## src/rtl/cbus_pkg.sv

```systemverilog
// Shared types for the core bus arbiter.
// Request/response bundles mirror the memory-side port fields.
package cbus_pkg;

  typedef enum logic [2:0] {
    ST_IDLE   = 3'd0,
    ST_ADDR_I = 3'd1,
    ST_ADDR_D = 3'd2,
    ST_DATA_I = 3'd3,
    ST_DATA_D = 3'd4
  } arb_state_t;

  localparam logic [2:0] SIZE_WORD = 3'b010;

  typedef struct packed {
    logic        valid;
    logic [31:0] addr;
    logic [2:0]  size;
    logic [3:0]  strobe;
    logic [31:0] wdata;
  } cbus_req_t;

  typedef struct packed {
    logic        addr_ok;
    logic        data_ok;
    logic [31:0] data;
  } cbus_resp_t;

endpackage

```

## src/rtl/cbus_arbiter.sv

```systemverilog
// Shares one memory port between fetch (ibus) and data (dbus).
// One outstanding transaction; dbus priority with fetch anti-starvation.
module cbus_arbiter
  import cbus_pkg::*;
#(
  parameter int unsigned STARVE_MAX = 4
) (
  input  logic        clk,
  input  logic        resetn,
  input  logic        i_valid,
  input  logic [31:0] i_addr,
  output logic        i_addr_ok,
  output logic        i_data_ok,
  output logic [31:0] i_data,
  input  logic        d_valid,
  input  logic [31:0] d_addr,
  input  logic [2:0]  d_size,
  input  logic [3:0]  d_strobe,
  input  logic [31:0] d_wdata,
  output logic        d_addr_ok,
  output logic        d_data_ok,
  output logic [31:0] d_data,
  output logic        m_valid,
  output logic [31:0] m_addr,
  output logic [2:0]  m_size,
  output logic [3:0]  m_strobe,
  output logic [31:0] m_wdata,
  input  logic        m_addr_ok,
  input  logic        m_data_ok,
  input  logic [31:0] m_data
);

  localparam logic [3:0] LP_STARVE = 4'(STARVE_MAX);

  arb_state_t r_state;
  arb_state_t w_next;
  logic [3:0] r_starve;
  logic       w_i_win;
  logic       w_sel_i;
  logic       w_sel_d;
  logic       w_acc;
  cbus_req_t  w_req;
  cbus_resp_t w_ri;
  cbus_resp_t w_rd;

  // Pick which bus drives the memory port this cycle.
  always_comb begin
    w_i_win = i_valid && (!d_valid || (r_starve >= LP_STARVE));
    w_sel_i = 1'b0;
    w_sel_d = 1'b0;
    unique case (r_state)
      ST_IDLE: begin
        w_sel_i = w_i_win;
        w_sel_d = d_valid && !w_i_win;
      end
      ST_ADDR_I: w_sel_i = i_valid;
      ST_ADDR_D: w_sel_d = d_valid;
      default: ;
    endcase
  end

  // Next state, request forwarding and response routing.
  always_comb begin
    w_next = r_state;
    w_req  = '0;
    w_ri   = '0;
    w_rd   = '0;
    w_acc  = (w_sel_i || w_sel_d) && m_addr_ok;
    if (w_sel_i) begin
      w_req.valid = 1'b1;
      w_req.addr  = i_addr;
      w_req.size  = SIZE_WORD;
    end else if (w_sel_d) begin
      w_req.valid  = 1'b1;
      w_req.addr   = d_addr;
      w_req.size   = d_size;
      w_req.strobe = d_strobe;
      w_req.wdata  = d_wdata;
    end
    unique case (r_state)
      ST_IDLE, ST_ADDR_I, ST_ADDR_D: begin
        if (w_sel_i) begin
          if (m_addr_ok) begin
            w_ri.addr_ok = 1'b1;
            if (m_data_ok) begin
              w_ri.data_ok = 1'b1;
              w_ri.data    = m_data;
              w_next       = ST_IDLE;
            end else begin
              w_next = ST_DATA_I;
            end
          end else begin
            w_next = ST_ADDR_I;
          end
        end else if (w_sel_d) begin
          if (m_addr_ok) begin
            w_rd.addr_ok = 1'b1;
            if (m_data_ok) begin
              w_rd.data_ok = 1'b1;
              w_rd.data    = m_data;
              w_next       = ST_IDLE;
            end else begin
              w_next = ST_DATA_D;
            end
          end else begin
            w_next = ST_ADDR_D;
          end
        end else begin
          // Owner abandoned its request: release the port silently.
          w_next = ST_IDLE;
        end
      end
      ST_DATA_I: begin
        if (m_data_ok) begin
          w_ri.data_ok = 1'b1;
          w_ri.data    = m_data;
          w_next       = ST_IDLE;
        end
      end
      ST_DATA_D: begin
        if (m_data_ok) begin
          w_rd.data_ok = 1'b1;
          w_rd.data    = m_data;
          w_next       = ST_IDLE;
        end
      end
      default: w_next = ST_IDLE;
    endcase
  end

  // State register.
  always_ff @(posedge clk or posedge resetn) begin
    if (resetn) r_state <= ST_IDLE;
    else        r_state <= w_next;
  end

  // Count dbus grants that made a waiting fetch lose; saturate at 15.
  always_ff @(posedge clk or posedge resetn) begin
    if (resetn) begin
      r_starve <= 4'd0;
    end else if (w_acc) begin
      if (w_sel_i)
        r_starve <= 4'd0;
      else if (i_valid && (r_starve != 4'hf))
        r_starve <= r_starve + 4'd1;
    end
  end

  assign m_valid   = !resetn && w_req.valid;
  assign m_addr    = resetn ? 32'd0 : w_req.addr;
  assign m_size    = resetn ? 3'd0  : w_req.size;
  assign m_strobe  = resetn ? 4'd0  : w_req.strobe;
  assign m_wdata   = resetn ? 32'd0 : w_req.wdata;
  assign i_addr_ok = !resetn && w_ri.addr_ok;
  assign i_data_ok = !resetn && w_ri.data_ok;
  assign i_data    = resetn ? 32'd0 : w_ri.data;
  assign d_addr_ok = !resetn && w_rd.addr_ok;
  assign d_data_ok = !resetn && w_rd.data_ok;
  assign d_data    = resetn ? 32'd0 : w_rd.data;

endmodule

```

## config.mk

```make
export PLATFORM = sky130hd
export DESIGN_NAME = cbus_arbiter
export DESIGN_NICKNAME = d
export VERILOG_FILES = /design/src/rtl/cbus_pkg.sv /design/src/rtl/cbus_arbiter.sv
export SDC_FILE = /design/constraint.sdc
export NUM_CORES = 1
export LEC_CHECK = 0
export CAP_MARGIN = 20
export CORE_AREA = 2 2 108 110
export CTS_CLUSTER_SIZE = 14
export DETAILED_ROUTE_END_ITERATION = 7
export DIE_AREA = 0 0 110 112
export SYNTH_ARGS = -nofsm -noshare
export SYNTH_HDL_FRONTEND = slang
export SYNTH_SLANG_ARGS = --single-unit
```

## constraint.sdc

```tcl
create_clock -name clk -period 2.5 [get_ports clk]
set_clock_uncertainty 0.2 [all_clocks]
set_input_delay 0.5 -clock clk [delete_from_list [all_inputs] [get_ports clk]]
set_output_delay 0.5 -clock clk [all_outputs]
set_load 0.005 [all_outputs]
```

Yosys cells after proc, flatten, opt, wreduce, memory -nomap -nowiden
Index checks and enable logic that the tools add are counted.
{"block": "totals", "regBits": 7, "in_bits": 141, "word_cells": 59}
{"block": "op_classes", "n_addsub": 1, "order_cmp": 1, "n_eq_ne": 6, "mux": 30, "n_reduce_logical": 19}
{"operator": "2-to-1 mux 34 bit", "n": 4}
{"operator": "one-hot mux 33 bit (2 select lines)", "n": 2}
{"operator": "2-to-1 mux 32 bit", "n": 4}
{"operator": "2-to-1 mux 36 bit", "n": 2}
{"operator": "2-to-1 mux 72 bit", "n": 1}
{"operator": "2-to-1 mux 33 bit", "n": 1}
{"operator": "2-to-1 mux 3 bit", "n": 7}
{"operator": "2-to-1 mux 4 bit", "n": 3}
{"operator": "logical AND 1 bit", "n": 9}
{"operator": "== test 3 x 2 -> 1 bit (second input constant)", "n": 2}
{"operator": "one-hot mux 3 bit (2 select lines)", "n": 1}
{"operator": "adder 4 x 1 -> 4 bit (second input constant)", "n": 1}
{"operator": ">= comparator 4 x 3 -> 1 bit (second input constant)", "n": 1}
{"operator": "inequality test 4 bit (second input constant)", "n": 1}
{"operator": "one-hot mux 1 bit (2 select lines)", "n": 2}
{"operator": "== test 3 x 1 -> 1 bit (second input constant)", "n": 1}
{"operator": "== test 3 bit (second input constant)", "n": 1}
{"operator": "zero test 1 bit", "n": 3}
{"operator": "zero test 3 bit", "n": 1}
{"operator": "OR reduction 3 bit", "n": 1}
{"operator": "logical OR 1 bit", "n": 2}
{"operator": "2-to-1 mux 1 bit", "n": 2}
{"operator": "2-to-1 mux 2 bit", "n": 1}
{"operator": "inequality test 2 x 1 -> 1 bit (second input constant)", "n": 1}
{"operator": "3 further kinds", "n": 3}

Logic depth before layout (Yosys ltp)
Gate-level depths: netlist of the first run.
{"block": "depth", "ltp_word": 10, "depth_mapped": 6}

Least setup slack after synthesis of the first run
OpenSTA, ideal clock, no wires.
{"block": "synth_timing", "path_type": "register -> output", "start": "register r_starve[2]", "end": "output port i_data[22]", "arrival_ns": 1.588, "slack_ns": 0.212, "path_stages_with_launch": 6, "cell_sequence": "dfrtp_1 or4b_4 a32oi_2 nor3_2 buf_6 and2_4"}
{"block": "synth_between", "elab_chain_len": 7}
{"item": "start: declaration", "line": "cbus_arbiter.sv:37", "source": "logic [3:0] r_starve;"}
{"item": "start signal: assignment", "line": "cbus_arbiter.sv:145", "source": "r_starve <= r_starve + 4'd1;"}
{"item": ">= comparator 4 x 3 -> 1 bit", "line": "cbus_arbiter.sv:48", "source": "w_i_win = i_valid && (!d_valid || (r_starve >= LP_STARVE));"}
{"item": "logical OR 1 bit", "line": "cbus_arbiter.sv:48"}
{"item": "logical AND 1 bit", "line": "cbus_arbiter.sv:48"}
{"item": "one-hot mux 1 bit (2 select lines)", "line": "cbus_arbiter.sv:51", "source": "unique case (r_state)"}
{"item": "2-to-1 mux 34 bit", "line": "cbus_arbiter.sv:82", "source": "if (w_sel_i) begin"}
{"item": "one-hot mux 33 bit (2 select lines)", "line": "cbus_arbiter.sv:80", "source": "unique case (r_state)"}
{"item": "2-to-1 mux 32 bit", "line": "cbus_arbiter.sv:156", "source": "assign i_data = resetn ? 32'd0 : w_ri.data;"}
{"item": "end: declaration", "line": "cbus_arbiter.sv:14", "source": "output logic [31:0] i_data,"}
Every way passes these cells.

Final worst setup path of the first run
{"block": "layout_timing", "start": "register r_state[0]", "end": "output port i_data[10]"}
{"block": "layout_between", "elab_chain_len": 5}
{"item": "start: declaration", "line": "cbus_arbiter.sv:35", "source": "arb_state_t r_state;"}
{"item": "start signal: assignment", "line": "cbus_arbiter.sv:134", "source": "else r_state <= w_next;"}
{"item": "== test 3 x 1 -> 1 bit / zero test 3 bit (equally long branches)", "line": "cbus_arbiter.sv:51, cbus_arbiter.sv:80"}
{"item": "one-hot mux 1 bit (2 select lines)", "line": "cbus_arbiter.sv:51"}
{"item": "2-to-1 mux 34 bit", "line": "cbus_arbiter.sv:82"}
{"item": "one-hot mux 33 bit (2 select lines) *", "line": "cbus_arbiter.sv:80"}
{"item": "2-to-1 mux 32 bit *", "line": "cbus_arbiter.sv:156"}
Mark *: on every way between the ends. The rest lies on a longest branch, timed or not.

==> run metrics, run 1 <==
Buffers on Ports=280; detailed-route via count=slightly below 3,000; all-layer global routing usage=0.188; adder-cell share of the synthesized area=0.00821; yosys warns=0; nets=between 600 and 700; Worst-Margin Slew=a little under 0.5 ns; CTS clk-pin slew, worst paths=approximately 0.04 ns; EDFF count, synth=0; Hold Crit Class=register to register; final worst-path cycle share=1.10; Top-Level Pins=281; share of layout cells above drive strength 1=0.550; Slew headroom=0.678; Placed Cells=642; Sink Count=7; Yosys reg bits=7; Post-Syn Instances=204; Crit Path Category=register to output pin; synth cell count leaders=94 x and2_1, 33 x a22o_1, 9 x and2_4; final WL=12.5 mm; XOR/XNOR Fraction of Synth Area=0; WL per Instance=between 15 and 20 um; Initial Util=0.136; Core Area=between 10,000 and 15,000 um^2; LEAKAGE=about 2.6 nW; PnR worst setup slack=-0.243 ns; Final setup viols=between 100 and 150; diode count=0; Synth Area in Simple Gates=0.543; final core utilization=0.485; RSZ-0062 raised after global routing=true; Hold Fails Final Rpt=0; Max Fclk=about 360 MHz; area share of the largest cell type after synthesis=0.386; sequential-to-total area share from yosys stat=0.115; hold_buf cts=0; max_cap viols=0; GP Congestion=0.849; Avg Inst Size Synth=about 7.5 um^2; DIE AREA=roughly 12,000 um^2; Post-Syn Nets=around 350; DRT antenna net count=0; DR vias/cell=about 4.2; die height=112 um; Area growth, synth to finish=256%; final non-filler cell total=between 600 and 700; drt pass-1 iters=4; asr flop ratio synth=1.00; crit end category=output pin; Worst setup SP type=register; DP Wirelength=8.64 mm; WP data arrival=2.04 ns; row cnt=39; status=finished, violations left; worst-skew pair later-pin latency=roughly 0.23 ns; biggest area consumer among synthesized cells=and2_1; Worst Path Max Fanout=8; Filler cells=around 1,100; P per Cell Area=245 nW/um^2; # DRC=0; Cell Area, Synth=~1500 um^2; grt ovf=0; top-count cell post-synth=and2_1; Yosys cell types=31; setup_tns=-12.56 ns; pin count of the biggest net entering global routing=16; first-pass GRT wire length=around 18 mm; Max VDD drop=approximately 0.00042 V; compound-cell area share of the yosys netlist=0.258; top cells by area, synth=and2_1 39%, a22o_1 19%, dfrtp_1 11%, and2_4 5.2%, buf_6 2.2%; initial antenna violation count=0; CTS tree=done; Starting DRT DRC Count=90; H-tree depth=1; total CTS buffers=3; Placed Area=about 4700 um^2; Tmin final=~2.7 ns; combinational family with the most area after synthesis=simple AND/OR/NAND/NOR gates; vias in the first global route=slightly above 3,000; maximum root-to-sink buffer count=2; Critical Path RT=between 1.5 and 2 ns; Final Cell Area=about 5400 um^2; failing checks=setup timing; Die W=~110 um; Slew Limit Fails=0; fraction of synthesized area in multiplexers=0.00739; Synth Flop Type=dfrtp_1; clock root cell=clkbuf_16
registers in the layout, indices dropped and copies added (netlist names):
register  flops
r_starve      4
r_state       3
placed cells by master (no fill, tap or decap), types with 6 or more instances in the layout:
cell type	n
clkdlybuf4s50_1	136
and2_1	36
buf_4	24
buf_12	10
buf_6	93
clkdlybuf4s15_2	6
and2_4	67
buf_2	65
dfrtp_1	7
a22o_1	33
buf_16	6
critical path, cell delays in order (launching register included):
cell,delay [ns]
dfrtp_1,0.40
or4b_4,0.57
a32oi_4,0.23
nor3_4,0.06
buf_6,0.15
buf_16,0.14
and2_4,0.14
buf_6,0.11
cell families after synthesis:
kind of cell | after synthesis
simple gates | 130
compound gates | 45
buf+inv | 20
flops | 7
mux | 1
fa+ha+maj | 1
cell type report:
type                    instances  area, um^2  share of cell area
repair buffers                349        3470               0.640
multi-input cells             177        1510               0.278
well taps                     143         179              0.0330
flip-flops and latches          7         175              0.0323
clock buffers                   3        75.1              0.0138
inverters                       3        11.3             0.00208
clock inverters                 1        5.00            0.000923
where the power goes:
group	internal, mW	switching (mW)
clock	0.210	0.0652
sequential	0.133	0.0161
combinational	0.590	0.316
total	0.933	0.398
worst paths after layout:
check | slack [ns] | from | depth (start not counted) | to
max | -0.24 | r_state[0] | 7 | i_data[10]
min | 0.34 | r_starve[1] | 1 | r_starve[1]
max reg2reg | 0.31 | r_state[0] | 7 | r_starve[3]
min reg2reg | 0.34 | r_starve[1] | 1 | r_starve[1]
max in group asynchronous | 1.60 | resetn | 3 | r_state[1]
min in group asynchronous | 0.37 | resetn | 3 | r_state[0]
routing by layer:
layer | vias up | track usage | share of wire
met5 | - | 0 | 0
met4 | 0 | 0.0354 | 0.013
met3 | 13 | 0.0287 | 0.075
met2 | 134 | 0.346 | 0.52
met1 | 1352 | 0.228 | 0.39
li1 | 1382 | - | -
through the flow:
step / setup WS, ns / hold WS (ns) / total power, mW
CTS: -0.265 / 0.338 / 1.33
finish: -0.243 / 0.339 / 1.33
global route: -0.299 / 0.359 / 1.40
floorplan: 0.212 / 0.112 / 0.363
detailed placement: -0.806 / 0.319 / 0.911
global placement: -0.797 / 0.312 / 0.907
repair_timing:
item	in CTS	in global routing
endpoints found under the setup margin	140	139
resized for setup	687	65
gates cloned	11	3
pin swaps	67	28
setup buffers	32	4
(Power assumes the default switching activity.)
==> inputs of run 2 (changes only) <==
HOLD_SLACK_MARGIN = 0.05   (was unset)
==> results of run 2 <==
No change in the layout: final DEF, timing and power equal those of run 1.
==> inputs of run 3 (changes only) <==
CORE_AREA = 2 2 109 111   (was 2 2 108 110)
DIE_AREA = 0 0 111 113   (was 0 0 110 112)
clock period = 3.2 ns   (was 2.5 ns; I/O delays follow)
==> run 3 against run 2 <==
The flow now finishes without violations. Via count down 5.1%. Sequential share of layout area up 0.35 points. Combinational power down 36%. Sequential cell count unchanged. Worst hold slack worse by 0.015 ns. Critical path type is now primary input to output pin. Largest power group unchanged.
==> run metrics, run 3 (synthesis gave the netlist of run 1 again) <==
largest reg by FF count=r_starve; RR Endpoint=r_starve[3]; WL per Instance=16.6 um (-9.5%); Worst path max stage delay=0.51 ns (-0.06 ns); GP Congestion=0.858 (+1.0%); initial antenna violation count=0 (unchanged); die height=113 um (+0.89%); Max VDD drop=0.000227 V (-46%); met2 GRT Util=0.292 (-0.0540); Setup crit end=m_addr[8]; commonest cells after routing, fill and taps aside=178 x clkdlybuf4s50_1, 94 x and2_1, 94 x dlygate4sd2_1; final non-filler cell total=657 (-3.8%); Buffers on Ports=280 (unchanged); row cnt=39 (unchanged); Sink Count=7 (unchanged); crit end category=output pin; GRT Max-Usage Layer=met2; max reg flops=4 (unchanged); # DRC=0 (unchanged); clock root cell=clkbuf_16; setup_tns=0 ns (+12.56 ns); detailed-route via count=2,733 (-5.1%); pin count of the biggest net entering global routing=27 (+11); GR Util met3=0.0268 (-0.00191); R2R cell count=6 (-1); drt pass-1 iters=4 (unchanged); max_cap viols=0 (unchanged); Max Fclk=roughly 320 MHz; internal reg-to-reg setup slack=1.10 ns (+0.79 ns); DRT antenna net count=0 (unchanged); P per Cell Area=187 nW/um^2 (-24%); LEAKAGE=2.43 nW (-6.5%); Filler cells=1,125 (+3.3%); Pwr Total=0.921 mW (-31%); WP data arrival=2.29 ns (+0.25 ns); Crit Path Category=primary input to output pin; Hold Fails Final Rpt=0 (unchanged); diode count=0 (unchanged); Sequential Area=176 um^2 (+0.71%); Worst path slowest cell=or4b_4; CTS tree=done; DR vias/cell=4.16 (-1.4%); share of layout cells above drive strength 1=0.144 (-0.406); vias in the first global route=2,761 (-9.4%); Largest regs=r_starve x4, r_state x3; Worst-Margin Slew=0.509 ns (+0.0272 ns); maximum root-to-sink buffer count=2 (unchanged); critical-path cell list=clkdlybuf4s15_2 -> or4b_4 -> nand2_4 -> nor3_4 -> buf_4 -> buf_16 -> a22o_1 -> dlygate4sd2_1; H-tree depth=1 (unchanged); DIE AREA=12,500 um^2 (+1.8%); first-pass GRT wire length=16.2 mm (-9.2%); Starting DRT DRC Count=110 (+22%); grt ovf=0 (unchanged); Placed Cells=632 (-1.6%); Tmin final=about 3.1 ns; Final setup viols=0 (-100%); multi-input logic area=1320 um^2 (-13%); Slew headroom=0.660 (-0.0182); Slew Limit Fails=0 (unchanged); status=finished clean; Initial Util=0.135 (-0.00118); Top-Level Pins=281 (unchanged); Worst setup SP type=primary input; final WL=10.9 mm (-13%); DP Wirelength=8.20 mm (-5.1%); GRT met1 Usage=0.199 (-0.0291); final worst-path cycle share=0.978; nets=657 (-3.8%); Die W=111 um (+0.91%); Worst Setup SP=d_valid; Worst Path Max Fanout=16 (+8); all-layer global routing usage=0.159 (-0.0297); Core Area=11,300 um^2 (+0.87%); Critical Path RT=2.36 ns (+0.56 ns); commonest non-fill, non-tap cell in the layout=clkdlybuf4s50_1; Area growth, synth to finish=223%; RSZ-0062 raised after global routing=false; CTS clk-pin slew, worst paths=0.04 ns (about the same); total CTS buffers=3 (unchanged); worst reg2reg path startpoint=r_state[0]; Hold Crit Class=register to register; worst-skew pair later-pin latency=0.23 ns (about the same)
==> run 3: layout make-up <==
class,instances,share of cell area
clock buffers,3,0.0152
clock inverters,1,0.00102
inverters,3,0.00228
multi-input cells,177,0.268
flip-flops and latches,7,0.0358
well taps,143,0.0363
repair buffers,323,0.642
==> run 3: repair_timing <==
action                                  4_1_cts  5_1_grt
endpoints found under the setup margin      139       55
hold buffers                                  0        0
pin swaps                                     5        4
cloned                                        4        2
resized for setup                           121        8
setup buffers                                11        5
==> run 3: worst min path at each step <==
| stage | depth (start not counted) | endpoint | startpoint | slack (ns) |
|---|---|---|---|---|
| after floorplan | 1 | r_starve[0] | resetn | 0.25 |
| final | 1 | r_starve[1] | r_starve[1] | 0.32 |
| after global placement | 1 | r_starve[1] | r_starve[1] | 0.31 |
| after detailed placement | 1 | r_starve[1] | r_starve[1] | 0.31 |
| after global routing | 1 | r_starve[1] | r_starve[1] | 0.38 |
| after CTS | 1 | r_starve[1] | r_starve[1] | 0.33 |
==> run 3: worst max-delay path: cells and delay by family <==
kind	cells	cell delay (ns)
buffers and inverters	4	0.77
AND/OR/NAND/NOR	3	0.66
AO/OA/AOI/OAI	1	0.21
==> run 3: per-layer routing <==
layer | share of wire | up-vias
met4 | 0.0098 | 0
met1 | 0.42 | 1246
li1 | - | 1335
met3 | 0.057 | 11
met2 | 0.51 | 141
met5 | 0 | -
==> run 3: per-stage QoR <==
step | instance area [um^2] | setup slack, ns | hold slack (ns) | util
after global routing | 4930 | 0.0187 | 0.377 | 0.437
after floorplan | 1520 | 0.639 | 0.252 | -
after CTS | 4860 | 0.00318 | 0.327 | 0.431
after detailed placement | 4650 | -0.377 | 0.310 | 0.413
final | 4930 | 0.0710 | 0.324 | 0.437
after global placement | 4650 | -0.393 | 0.313 | 0.413
==> run 3: where the power goes <==
group	internal [mW]	switching [mW]	total (mW)	leakage, nW
clock	0.164	0.0505	0.215	0.0409
combinational	0.390	0.193	0.583	2.29
sequential	0.104	0.0200	0.124	0.0918
total	0.658	0.263	0.921	2.43
